$ cat src/rtl/quad_corner_finder_if.sv
// Frame-scan handshake and corner result bus for quad_corner_finder.
// master drives start/threshold/pixels; slave (the finder) returns busy/done/found/corners.
interface quad_corner_finder_if #(
    parameter int unsigned COORD_W = 10,
    parameter int unsigned PIX_W   = 8
);
    logic                   start;
    logic [PIX_W-1:0]       threshold;
    logic                   pixel_valid;
    logic [PIX_W-1:0]       pixel_in;
    logic                   busy;
    logic                   done;
    logic                   found;
    logic [8*COORD_W-1:0]   corners;

    modport master (
        output start, threshold, pixel_valid, pixel_in,
        input  busy, done, found, corners
    );

    modport slave (
        input  start, threshold, pixel_valid, pixel_in,
        output busy, done, found, corners
    );
endinterface

$ cat src/rtl/quad_corner_finder.sv
// Streaming quadrilateral corner finder: thresholds a raster frame and tracks the TL/TR/BL/BR extremes.
// Define CORNER_HOLD_EN to keep the previous corners after an empty frame instead of loading defaults.
module quad_corner_finder #(
    parameter int unsigned COORD_W = 10,
    parameter int unsigned FRAME_W = 1024,
    parameter int unsigned FRAME_H = 768,
    parameter int unsigned PIX_W   = 8
) (
    input logic                  clk,
    input logic                  reset,
    quad_corner_finder_if.slave  bus
);
    typedef enum logic [1:0] {IDLE, SCAN, FLUSH, DONE} state_e;

    localparam logic [COORD_W-1:0]   ZERO   = '0;
    localparam logic [COORD_W-1:0]   X_LAST = COORD_W'(FRAME_W - 1);
    localparam logic [COORD_W-1:0]   Y_LAST = COORD_W'(FRAME_H - 1);
    localparam logic [COORD_W:0]     D_OFS  = (COORD_W + 1)'(FRAME_H - 1);
    localparam logic [8*COORD_W-1:0] DEFAULT_CORNERS =
        {ZERO, ZERO, X_LAST, ZERO, ZERO, Y_LAST, X_LAST, Y_LAST};

    state_e state_q, state_d;

    logic [COORD_W-1:0]   x_q, y_q;
    logic [PIX_W-1:0]     thr_q;
    logic                 s1_vld_q, s1_fg_q;
    logic [COORD_W-1:0]   s1_x_q, s1_y_q;
    logic [COORD_W:0]     s1_s_q, s1_d_q;
    logic                 acc_fg_q;
    logic [COORD_W:0]     tl_s_q, br_s_q, tr_d_q, bl_d_q;
    logic [COORD_W-1:0]   tl_x_q, tl_y_q, tr_x_q, tr_y_q, bl_x_q, bl_y_q, br_x_q, br_y_q;
    logic                 done_q, found_q;
    logic [8*COORD_W-1:0] corners_q;

    logic accept, last_px;

    // A pixel presented in the same cycle as start belongs to no frame.
    assign accept  = (state_q == SCAN) && bus.pixel_valid && !bus.start;
    assign last_px = accept && (x_q == X_LAST) && (y_q == Y_LAST);

    always_ff @(posedge clk) begin
        if (reset) state_q <= IDLE;
        else       state_q <= state_d;
    end

    always_comb begin
        state_d = state_q;
        if (bus.start) begin
            state_d = SCAN;
        end else begin
            case (state_q)
                IDLE:    state_d = IDLE;
                SCAN:    if (last_px) state_d = FLUSH;
                FLUSH:   state_d = DONE;
                DONE:    state_d = IDLE;
                default: state_d = IDLE;
            endcase
        end
    end

    always_comb begin
        bus.busy    = (state_q != IDLE);
        bus.done    = done_q;
        bus.found   = found_q;
        bus.corners = corners_q;
    end

    always_ff @(posedge clk) begin
        if (reset) begin
            x_q       <= '0;
            y_q       <= '0;
            thr_q     <= '0;
            s1_vld_q  <= 1'b0;
            s1_fg_q   <= 1'b0;
            s1_x_q    <= '0;
            s1_y_q    <= '0;
            s1_s_q    <= '0;
            s1_d_q    <= '0;
            acc_fg_q  <= 1'b0;
            tl_s_q    <= '0;
            br_s_q    <= '0;
            tr_d_q    <= '0;
            bl_d_q    <= '0;
            tl_x_q    <= '0;
            tl_y_q    <= '0;
            tr_x_q    <= '0;
            tr_y_q    <= '0;
            bl_x_q    <= '0;
            bl_y_q    <= '0;
            br_x_q    <= '0;
            br_y_q    <= '0;
            done_q    <= 1'b0;
            found_q   <= 1'b0;
            corners_q <= DEFAULT_CORNERS;
        end else begin
            done_q <= (state_q == DONE);

            if (bus.start) begin
                // Restart drops the in-flight stage-1 pixel along with the accumulators.
                x_q      <= '0;
                y_q      <= '0;
                thr_q    <= bus.threshold;
                s1_vld_q <= 1'b0;
                acc_fg_q <= 1'b0;
            end else begin
                s1_vld_q <= accept;
                if (accept) begin
                    s1_fg_q <= (bus.pixel_in >= thr_q);
                    s1_x_q  <= x_q;
                    s1_y_q  <= y_q;
                    s1_s_q  <= {1'b0, x_q} + {1'b0, y_q};
                    s1_d_q  <= {1'b0, x_q} + D_OFS - {1'b0, y_q};
                    if (x_q == X_LAST) begin
                        x_q <= '0;
                        y_q <= (y_q == Y_LAST) ? '0 : y_q + 1'b1;
                    end else begin
                        x_q <= x_q + 1'b1;
                    end
                end

                if (s1_vld_q && s1_fg_q) begin
                    acc_fg_q <= 1'b1;
                    if (!acc_fg_q || s1_s_q < tl_s_q) begin
                        tl_s_q <= s1_s_q; tl_x_q <= s1_x_q; tl_y_q <= s1_y_q;
                    end
                    if (!acc_fg_q || s1_s_q > br_s_q) begin
                        br_s_q <= s1_s_q; br_x_q <= s1_x_q; br_y_q <= s1_y_q;
                    end
                    if (!acc_fg_q || s1_d_q > tr_d_q) begin
                        tr_d_q <= s1_d_q; tr_x_q <= s1_x_q; tr_y_q <= s1_y_q;
                    end
                    if (!acc_fg_q || s1_d_q < bl_d_q) begin
                        bl_d_q <= s1_d_q; bl_x_q <= s1_x_q; bl_y_q <= s1_y_q;
                    end
                end
            end

            if (state_q == DONE) begin
                found_q <= acc_fg_q;
                if (acc_fg_q) begin
                    corners_q <= {tl_x_q, tl_y_q, tr_x_q, tr_y_q,
                                  bl_x_q, bl_y_q, br_x_q, br_y_q};
                end else begin
`ifdef CORNER_HOLD_EN
                    corners_q <= corners_q;
`else
                    corners_q <= DEFAULT_CORNERS;
`endif
                end
            end
        end
    end
endmodule
$ cat src/flat_wrapper.sv
// flat-port wrapper written by rule: the top's interface ports become plain ports
module quad_corner_finder_flat 
#(
    parameter int unsigned COORD_W = 10,
    parameter int unsigned FRAME_W = 1024,
    parameter int unsigned FRAME_H = 768,
    parameter int unsigned PIX_W   = 8
)
  (clk, reset, bus_start, bus_threshold, bus_pixel_valid, bus_pixel_in, bus_busy, bus_done, bus_found, bus_corners);
  quad_corner_finder_if #(.COORD_W(COORD_W), .PIX_W(PIX_W)) bus_i ();
  input logic clk;
  input logic reset;
  input wire logic [$bits(bus_i.start)-1:0] bus_start;
  input wire logic [$bits(bus_i.threshold)-1:0] bus_threshold;
  input wire logic [$bits(bus_i.pixel_valid)-1:0] bus_pixel_valid;
  input wire logic [$bits(bus_i.pixel_in)-1:0] bus_pixel_in;
  output wire logic [$bits(bus_i.busy)-1:0] bus_busy;
  output wire logic [$bits(bus_i.done)-1:0] bus_done;
  output wire logic [$bits(bus_i.found)-1:0] bus_found;
  output wire logic [$bits(bus_i.corners)-1:0] bus_corners;
  assign bus_i.start = bus_start;
  assign bus_i.threshold = bus_threshold;
  assign bus_i.pixel_valid = bus_pixel_valid;
  assign bus_i.pixel_in = bus_pixel_in;
  assign bus_busy = bus_i.busy;
  assign bus_done = bus_i.done;
  assign bus_found = bus_i.found;
  assign bus_corners = bus_i.corners;
  quad_corner_finder #(.COORD_W(COORD_W), .FRAME_W(FRAME_W), .FRAME_H(FRAME_H), .PIX_W(PIX_W)) u_core (.clk(clk), .reset(reset), .bus(bus_i));
endmodule
$ cat config.mk
export PLATFORM = sky130hd
export DESIGN_NAME = quad_corner_finder_flat
export DESIGN_NICKNAME = d
export VERILOG_FILES = /design/src/rtl/quad_corner_finder_if.sv /design/src/rtl/quad_corner_finder.sv /design/src/flat_wrapper.sv
export SDC_FILE = /design/constraint.sdc
export NUM_CORES = 1
export LEC_CHECK = 0
export CORE_AREA = 2 2 196 198
export DETAILED_ROUTE_END_ITERATION = 7
export DIE_AREA = 0 0 198 200
export GPL_TIMING_DRIVEN = 1
export PLACE_DENSITY = 0.62
export RECOVER_POWER = 100
export SYNTH_ARGS = -nofsm -noshare
export SYNTH_HDL_FRONTEND = slang
export SYNTH_SLANG_ARGS = --single-unit
export TNS_END_PERCENT = 20
$ cat constraint.sdc
create_clock -name clk -period 2.55 [get_ports clk]
set_clock_uncertainty 0.15 [all_clocks]
set_input_delay 0.255 -clock clk [delete_from_list [all_inputs] [get_ports clk]]
set_output_delay 0.255 -clock clk [all_outputs]
set_load 0.01 [all_outputs]
==> results of run 1 <==
-- cell type report --
type,instances,area [sq um]
clock inverters,11,86.3
clock buffers,43,851
repair buffers,170,1550
flip-flops and latches,281,5630
inverters,74,278
fillers,3685,21600
well taps,511,639
multi-input cells,958,6760
-- cell usage after synthesis, types with 12 or more instances --
cell / count / area share [%]
dfxtp_1: 281 / 44
nand2b_1: 210 / 10
mux2i_1: 136 / 11
a21oi_1: 95 / 3.7
nor2_1: 92 / 2.7
ha_1: 85 / 8.2
inv_1: 74 / 2.2
nand2_1: 66 / 1.9
clkbuf_1: 60 / 1.7
nor2b_1: 46 / 2.2
o22ai_1: 36 / 1.7
o21ai_0: 23 / 0.89
nand4_1: 19 / 0.92
a211oi_1: 16 / 0.93
buf_2: 12 / 0.47
nand3_1: 12 / 0.47
-- through the flow --
| stage | instances | hold WS (ns) | util [%] | setup slack, ns |
|---|---|---|---|---|
| floorplan | 1391 | 0.248 | - | 0.0609 |
| CTS | 2048 | 0.141 | 42.3 | 0.0155 |
| global route | 2048 | 0.171 | 42.2 | 0.00720 |
| finish | 2048 | 0.157 | 42.2 | 0.0503 |
| global placement | 1993 | 0.296 | 39.8 | 0.0726 |
| detailed placement | 1993 | 0.299 | 39.8 | 0.0321 |
-- sequential cells by signal, indices dropped and copies added, names as in the netlist, 2 cells and up --
signal and count:
u_core.bus.corners 80, u_core.s1_d_q 11, u_core.bl_x_q 10, u_core.tl_x_q 10, u_core.bl_d_q 11, u_core.tr_x_q 10, u_core.tr_d_q 11, u_core.tl_y_q 10
u_core.y_q 10, u_core.x_q 10, u_core.br_s_q 11, u_core.s1_y_q 10, u_core.bl_y_q 10, u_core.br_x_q 10, u_core.s1_x_q 10, u_core.tr_y_q 10
u_core.br_y_q 10, u_core.tl_s_q 11, u_core.state_q 2, u_core.thr_q 8, u_core.s1_s_q 11
-- cells by family (layout without fill, tap and decap cells) --
| logic type | Yosys count | count (layout) | share of synthesized area, % |
|---|---|---|---|
| AOI/OAI and AO/OA | 217 | 217 | 10.2 |
| xor gates and xnor gates | 18 | 18 | 1.22 |
| and+or+nand+nor | 499 | 499 | 21.3 |
| muxes | 137 | 137 | 10.6 |
| DFF | 281 | 281 | 43.6 |
| adders and majority gates | 87 | 87 | 8.55 |
| buffers and inverters | 152 | 298 | 4.54 |
-- worst paths after layout --
path                                       start                end  depth (start not counted)
worst min register to register  u_core.s1_y_q[7]   u_core.s1_y_q[7]                          2
worst max register to register     u_core.y_q[6]  u_core.s1_d_q[10]                          7
worst max-delay path               u_core.y_q[6]  u_core.s1_d_q[10]                          7
worst min-delay path            bus_threshold[0]    u_core.thr_q[0]                          3
-- timing repair --
item | in CTS | in global routing
hold buffers | 1 | 0
buffers inserted | 0 | 0
hold endpoints to repair | 5 | 0
pin swaps | 0 | 3
endpoints found under the setup margin | 1 | 31
gates resized for setup | 1 | 19
-- critical path, delay by kind of cell, from the launching register on --
family / cells / cell delay [ns]
buffers and inverters: 1 / 0.09
multiplexers: 1 / 0.10
flip-flops: 1 / 0.33
AND/OR/NAND/NOR: 1 / 0.29
adder cells (fa/ha/maj): 2 / 0.78
AO/OA/AOI/OAI: 2 / 0.65
-- layer usage --
layer	GRT usage (%)	wire length, microns
met5	0	0
met3	2.03	1210
met4	4.26	661
met2	26.1	14500
met1	22.3	15700
-- report_power, final --
part	internal (mW)	switching (mW)	total (mW)
Sequential	4.41	0.0246	4.44
Combinational	0.185	0.202	0.387
Clock	2.41	1.79	4.20
Total	7.01	2.02	9.03
==> qor.txt, run 1 <==
outcome - finished, final reports clean
crit path time final - 2.50 ns
area of the die - 39600 sq um
R2R Setup Slk - 0.05 ns
Placeable Area - 37400 sq um
first-pass GRT wire length - 51200 microns
grt total ovfl - 0
CTS Buffer Depth - 3
CP Max Fanout - 7
DRC - 0
Peak Freq - 400 MHz
root buf cell - clkbuf_16
antenna violations before repair - 0
total power - 9.03 mW
Pwr per Cell Area - 572 nW/um^2
clk slew on worst S/H paths - 0.06 ns
H-tree depth - 1
WP data required - 2.84 ns
Setup TNS Final - 0 ns
DP Area - 14900 sq um
Cell Chain, Critical Path - inv_1 > ha_1 > ha_1 > a2111o_1 > a21oi_1 > mux2i_1 > nor3_1
I/O pin count - 103
Most common cell on crit path - ha_1
peak supply drop - 521 uV
RSZ-0062 raised after global routing - no
P_leak - 6.41 nW
CTS tree - built
diodes inserted - 0
gr usage total - 16.0%
WL final - 32100 microns
commonest non-fill, non-tap cell in the layout - dfxtp_1
Via density - 4.87
Vias - 9968
port bufs - 102
Post-synth EDFFs - 0
Primary FF master, synth - dfxtp_1
final cycle utilization of the critical path - 98.0%
Worst path max stage delay - 0.45 ns
fraction of layout cells with a size suffix above 1 - 8.26%
fin area - 15800 sq um
Initial Util - 34.5%
Yosys reg bits - 281
MaxCap Viol Count - 0
Clock Latency Late Sink - 0.56 ns
synthesized area - 12900 sq um
FP Rows - 71
worst min path class - primary input to flop
RD Place Congestion - 0.852
Worst EP arrival - 2.79 ns
most frequent cells in the layout - dfxtp_1, nand2b_1, mux2i_1
syn nets - 1498
vias in the first global route - 9760
Final nets - 1622
final count of negative-setup-slack endpoints - 0
cell count after synthesis - 1391
Die X - 198 microns
DRT antenna net count - 0
largest net degree at the start of global routing - 83
Final HPWL DP - 22600 microns
clock buffer count from CTS - 30
Final Hold Fails - 0
Synth warnings - 0
sequential element share of the synthesized area - 43.6%
Detailed Routing Iterations Pass 1 - 5
ys async rst share - 0%
Clock Sinks - 281
Area Overhead vs Synth - 22.3%
slew margin rel. - 38.1%
die height - 200 microns
CP Class - flop to flop
Tightest Pin Transition - 0.928 ns
Routed wire per std cell - 15.7 microns
syn_area_per_cell - 9.28 sq um
Worst Setup End Kind - flop
critical path startpoint category - flop
final slew viol count - 0
Distinct cells, synth - 54
Crit-path slowest cell - a2111o_1
Initial DRC Count - 482
Power figures use the tool's default switching activity.
==> inputs of run 2 (changes only) <==
--- a/config.mk
+++ b/config.mk
@@ -5,11 +5,11 @@
 export SDC_FILE = /design/constraint.sdc
 export NUM_CORES = 1
 export LEC_CHECK = 0
-export CORE_AREA = 2 2 196 198
+export CORE_AREA = 2 2 164 166
 export DETAILED_ROUTE_END_ITERATION = 7
-export DIE_AREA = 0 0 198 200
+export DIE_AREA = 0 0 166 168
 export GPL_TIMING_DRIVEN = 1
-export PLACE_DENSITY = 0.62
+export PLACE_DENSITY = 0.8
 export RECOVER_POWER = 100
 export SYNTH_ARGS = -nofsm -noshare
 export SYNTH_HDL_FRONTEND = slang
==> qor.txt, run 2 (synthesis results as in run 1) <==
Final Hold Fails - 0 (unchanged)
fraction of layout cells with a size suffix above 1 - 7.93% (-0.33 points)
max reg flops - 80 (unchanged)
commonest non-fill, non-tap cell in the layout - dfxtp_1
first-pass GRT wire length - 48900 microns (-4.4%)
Detailed Routing Iterations Pass 1 - 5 (unchanged)
Pwr per Cell Area - 593 nW/um^2 (+3.8%)
Vias - 9980 (+0.12%)
P_leak - 6.33 nW (-1.3%)
DRT antenna net count - 0 (unchanged)
final cycle utilization of the critical path - 97.9% (-0.17 points)
final slew viol count - 0 (unchanged)
grt total ovfl - 0 (unchanged)
Setup TNS Final - 0 ns (unchanged)
slew margin rel. - 63.1% (+25 points)
I/O pin count - 103 (unchanged)
port bufs - 102 (unchanged)
Final HPWL DP - 20200 microns (-11%)
CP Max Fanout - 3 (-4)
largest net degree at the start of global routing - 86 (+3.6%)
worst min path class - primary input to flop
Initial Util - 49.0% (+14 points)
DRC - 0 (unchanged)
MaxCap Viol Count - 0 (unchanged)
Die X - 166 microns (-16%)
RD Place Congestion - 0.940 (+10%)
Area Overhead vs Synth - 20.7%
final worst setup slack - 0.0546 ns (+0.00436 ns)
critical path startpoint category - flop
CP Class - flop to flop
WP data required - 2.83 ns (about the same)
CTS tree - built
most frequent cells in the layout - dfxtp_1, nand2b_1, mux2i_1
die height - 168 microns (-16%)
area of the die - 27900 sq um (-30%)
Initial DRC Count - 628 (+30%)
Worst Setup End Kind - flop
gr usage total - 20.8% (+4.8 points)
final count of negative-setup-slack endpoints - 0 (unchanged)
RSZ-0062 raised after global routing - yes
diodes inserted - 0 (unchanged)
Worst EP arrival - 2.78 ns (about the same)
root buf cell - clkbuf_16
Routed wire per std cell - 16.1 microns (+3.0%)
H-tree depth - 1 (unchanged)
outcome - finished, final reports clean
Via density - 5.38 (+11%)
Peak Freq - 401 MHz (+0.17%)
CTS Buffer Depth - 3 (unchanged)
Clock Latency Late Sink - 0.56 ns (about the same)
Tightest Pin Transition - 0.553 ns (-0.375 ns)
Placeable Area - 26400 sq um (-30%)
pre-CTS setup slack - -0.0291 ns (-0.0611 ns)
peak supply drop - 543 uV (+4.2%)
Final nets - 1599 (-1.4%)
clk slew on worst S/H paths - 0.06 ns (about the same)
vias in the first global route - 9874 (+1.2%)
final std cells w/o fill - 1854 (-9.5%)
WL final - 29900 microns (-6.8%)
placed insts - 1801 (-9.6%)
crit path time final - 2.50 ns (-0.00436 ns)
Clock Sinks - 281 (unchanged)
FP Rows - 60 (-15%)
antenna violations before repair - 0 (unchanged)
clock buffer count from CTS - 29 (-3.3%)
filler cell count - 2180 (-41%)
## run 2: cell types whose count changed in the layout (fill, tap and decap cells not counted), sizes merged
cell | before | now
clkdlybuf4s50 | 18 | 101
dlygate4sd3 | 84 | 1
clkbuf | 62 | 40
buf | 49 | 46
bufinv | 1 | 3
clkinv | 8 | 7
## run 2: path summary, 6_finish.rpt
kind | start | endpoint | slack (ns) | depth (start not counted)
hold / removal | bus_threshold[2] | u_core.thr_q[2] | 0.16 | 3
hold reg to reg | u_core.s1_y_q[5] | u_core.s1_y_q[5] | 0.31 | 2
setup / recovery | u_core.y_q[1] | u_core.s1_d_q[9] | 0.05 | 9
setup reg to reg | u_core.y_q[1] | u_core.s1_d_q[9] | 0.05 | 9
## run 2: through the flow
step	util, %	hold slack [ns]	cell area, sq um	total power [mW]
2_1_floorplan	-	0.248	12900	4.79
3_3_place_gp	55.0	0.294	14500	4.89
3_5_place_dp	55.0	0.299	14500	4.90
4_1_cts	58.9	0.150	15500	9.30
5_1_grt	59.1	0.158	15600	9.52
6_report	59.1	0.163	15600	9.24
## run 2: routing by layer
layer,vias to the layer above,track usage [%],wire (microns)
met5,-,0,0
li1,4935,-,-
met4,0,5.71,651
met2,206,35.0,14000
met1,4785,28.2,14000
met3,54,2.77,1240
## run 2: report_power, final
group	internal, mW	switching [mW]
Combinational	0.178	0.191
Sequential	4.41	0.0240
Clock	2.65	1.79
Total	7.24	2.00
## run 2: area by class of cell
type / count / area [sq um] / share of cell area [%]
well taps: 341 / 427 / 2.74
clock inverters: 12 / 156 / 1.00
clock buffers: 40 / 857 / 5.50
flip-flops and latches: 281 / 5630 / 36.1
repair buffers: 148 / 1460 / 9.36
inverters: 74 / 278 / 1.78
multi-input cells: 958 / 6770 / 43.5
## run 2: repair_timing
item | in CTS | in global routing
endpoints found under the setup margin | 2 | 9
hold buffers | 1 | 0
setup buffers | 0 | 0
pin swaps | 1 | 5
resized for setup | 1 | 15
hold endpoints to repair | 26 | 0
## run 2: critical path: stages (launching register included)
cell	delay [ns]
dfxtp_1	0.35
inv_1	0.10
ha_1	0.35
ha_4	0.19
fa_2	0.41
a211oi_4	0.30
o21ai_0	0.12
nand3_1	0.12
xor2_1	0.18
a211oi_2	0.09
==> inputs of run 3 (changes only) <==
--- a/config.mk
+++ b/config.mk
@@ -5,11 +5,11 @@
 export SDC_FILE = /design/constraint.sdc
 export NUM_CORES = 1
 export LEC_CHECK = 0
-export CORE_AREA = 2 2 164 166
+export CORE_AREA = 2 2 160 162
 export DETAILED_ROUTE_END_ITERATION = 7
-export DIE_AREA = 0 0 166 168
+export DIE_AREA = 0 0 162 164
 export GPL_TIMING_DRIVEN = 1
-export PLACE_DENSITY = 0.8
+export PLACE_DENSITY = 0.83
 export RECOVER_POWER = 100
 export SYNTH_ARGS = -nofsm -noshare
 export SYNTH_HDL_FRONTEND = slang
==> qor.txt, run 3 (synthesis results as in run 1) <==
outcome - finished, final reports clean
critical path startpoint category - flop
largest net degree at the start of global routing - 101 (+17%)
die height - 164 microns (-2.4%)
final slew viol count - 0 (unchanged)
Placeable Area - 24800 sq um (-5.8%)
Routed wire per std cell - 16.5 microns (+2.5%)
filler cell count - 1976 (-9.4%)
DRC - 0 (unchanged)
I/O pin count - 103 (unchanged)
Via density - 5.52 (+2.5%)
Area Overhead vs Synth - 19.2%
WP data required - 2.85 ns (+0.02 ns)
CTS tree - built
first-pass GRT wire length - 49700 microns (+1.5%)
gr usage total - 22.7% (+1.9 points)
hold-fix buffers at CTS - 0 (-1)
final worst setup slack - 0.0659 ns (+0.0113 ns)
total power - 8.98 mW (-2.8%)
commonest non-fill, non-tap cell in the layout - dfxtp_1
grt total ovfl - 0 (unchanged)
Post-CTS Setup Repair Bufs - 0 (unchanged)
peak supply drop - 586 uV (+8.0%)
Initial DRC Count - 875 (+39%)
pre-CTS setup slack - 0.0291 ns (+0.0582 ns)
clock buffer count from CTS - 29 (unchanged)
Final Hold Fails - 0 (unchanged)
worst min path class - primary input to flop
Die X - 162 microns (-2.4%)
final hold slack - 0.0419 ns (-0.121 ns)
most frequent cells in the layout - dfxtp_1, nand2b_1, mux2i_1
P_leak - 6.29 nW (-0.57%)
port bufs - 102 (unchanged)
Vias - 10181 (+2.0%)
Final nets - 1601 (+0.13%)
Final Core Density - 62.0% (+2.9 points)
WL final - 30500 microns (+2.0%)
clk slew on worst S/H paths - 0.06 ns (about the same)
crit path time final - 2.48 ns (-0.0113 ns)
CTS Buffer Depth - 3 (unchanged)
final count of negative-setup-slack endpoints - 0 (unchanged)
fraction of layout cells with a size suffix above 1 - 7.26% (-0.68 points)
area of the die - 26600 sq um (-4.7%)
antenna violations before repair - 0 (unchanged)
CP Class - flop to flop
Resize count post-CTS - 0 (-1)
Worst Setup End Kind - flop
Final HPWL DP - 20800 microns (+3.1%)
root buf cell - clkbuf_16
Peak Freq - 403 MHz (+0.45%)
final cycle utilization of the critical path - 97.4% (-0.44 points)
Initial Util - 52.0% (+3.0 points)
vias in the first global route - 10024 (+1.5%)
Tightest Pin Transition - 0.985 ns (+0.432 ns)
Clock Latency Late Sink - 0.54 ns (-0.02 ns)
DRT antenna net count - 0 (unchanged)
MaxCap Viol Count - 0 (unchanged)
Worst EP arrival - 2.78 ns (about the same)
Pwr per Cell Area - 583 nW/um^2 (-1.7%)
H-tree depth - 1 (unchanged)
FP Rows - 58 (-3.3%)
slew margin rel. - 34.3% (-29 points)
RD Place Congestion - 0.936 (-0.37%)
Clock Sinks - 281 (unchanged)
CP Max Fanout - 7 (+4)
Detailed Routing Iterations Pass 1 - 5 (unchanged)
diodes inserted - 0 (unchanged)
max reg flops - 80 (unchanged)
-- run 3: changes by cell type in the layout (fill, tap and decap cells not counted), sizes merged --
| cell | before | now |
|---|---|---|
| buf | 46 | 40 |
| clkinv | 7 | 8 |
| dlygate4sd3 | 1 | 84 |
| bufinv | 3 | 2 |
| clkdlybuf4s50 | 101 | 17 |
| clkbuf | 40 | 50 |
-- run 3: final timing paths --
kind,from,to,slack (ns),depth (start not counted)
min,reset,u_core.bus.corners[69],0.04,2
min reg2reg,u_core.s1_x_q[2],u_core.s1_x_q[2],0.31,2
max reg2reg,u_core.y_q[6],u_core.s1_d_q[10],0.07,7
max,u_core.y_q[6],u_core.s1_d_q[10],0.07,7
-- run 3: power breakdown --
group | internal, mW | leakage (nW) | switching [mW]
clock network | 2.44 | 0.466 | 1.73
registers | 4.41 | 2.27 | 0.0245
logic | 0.175 | 3.56 | 0.195
total | 7.03 | 6.29 | 1.95
-- run 3: final cells by class --
| type | count | area, sq um | area share [%] |
|---|---|---|---|
| multi-input combinational | 958 | 6740 | 43.8 |
| sequential | 281 | 5630 | 36.6 |
| timing repair buffer | 150 | 1390 | 9.02 |
| clock buffer | 41 | 821 | 5.33 |
| tap | 330 | 413 | 2.68 |
| inverter | 74 | 278 | 1.80 |
| clock inverter | 12 | 120 | 0.780 |
-- run 3: layer usage --
layer / vias to the layer above / track usage [%] / wire length [microns]
li1: 4958 / - / -
met1: 4863 / 30.7 / 13900
met2: 312 / 38.1 / 14300
met3: 48 / 2.65 / 1600
met4: 0 / 7.08 / 722
met5: - / 0 / 0
-- run 3: per-stage QoR --
| stage | cells | setup TNS, ns | area (sq um) |
|---|---|---|---|
| after floorplan | 1391 | 0 | 12900 |
| after detailed placement | 1793 | 0 | 14500 |
| final | 1846 | 0 | 15400 |
| after global routing | 1846 | -0.0285 | 15400 |
| after CTS | 1846 | 0 | 15400 |
| after global placement | 1793 | 0 | 14500 |
-- run 3: worst max-delay path: stages, from the launching register on --
cell and delay, ns:
dfxtp_1 0.39, inv_1 0.12, ha_1 0.37, ha_2 0.36, a2111o_1 0.42, a21oi_1 0.23, mux2i_1 0.12, nor3_1 0.23
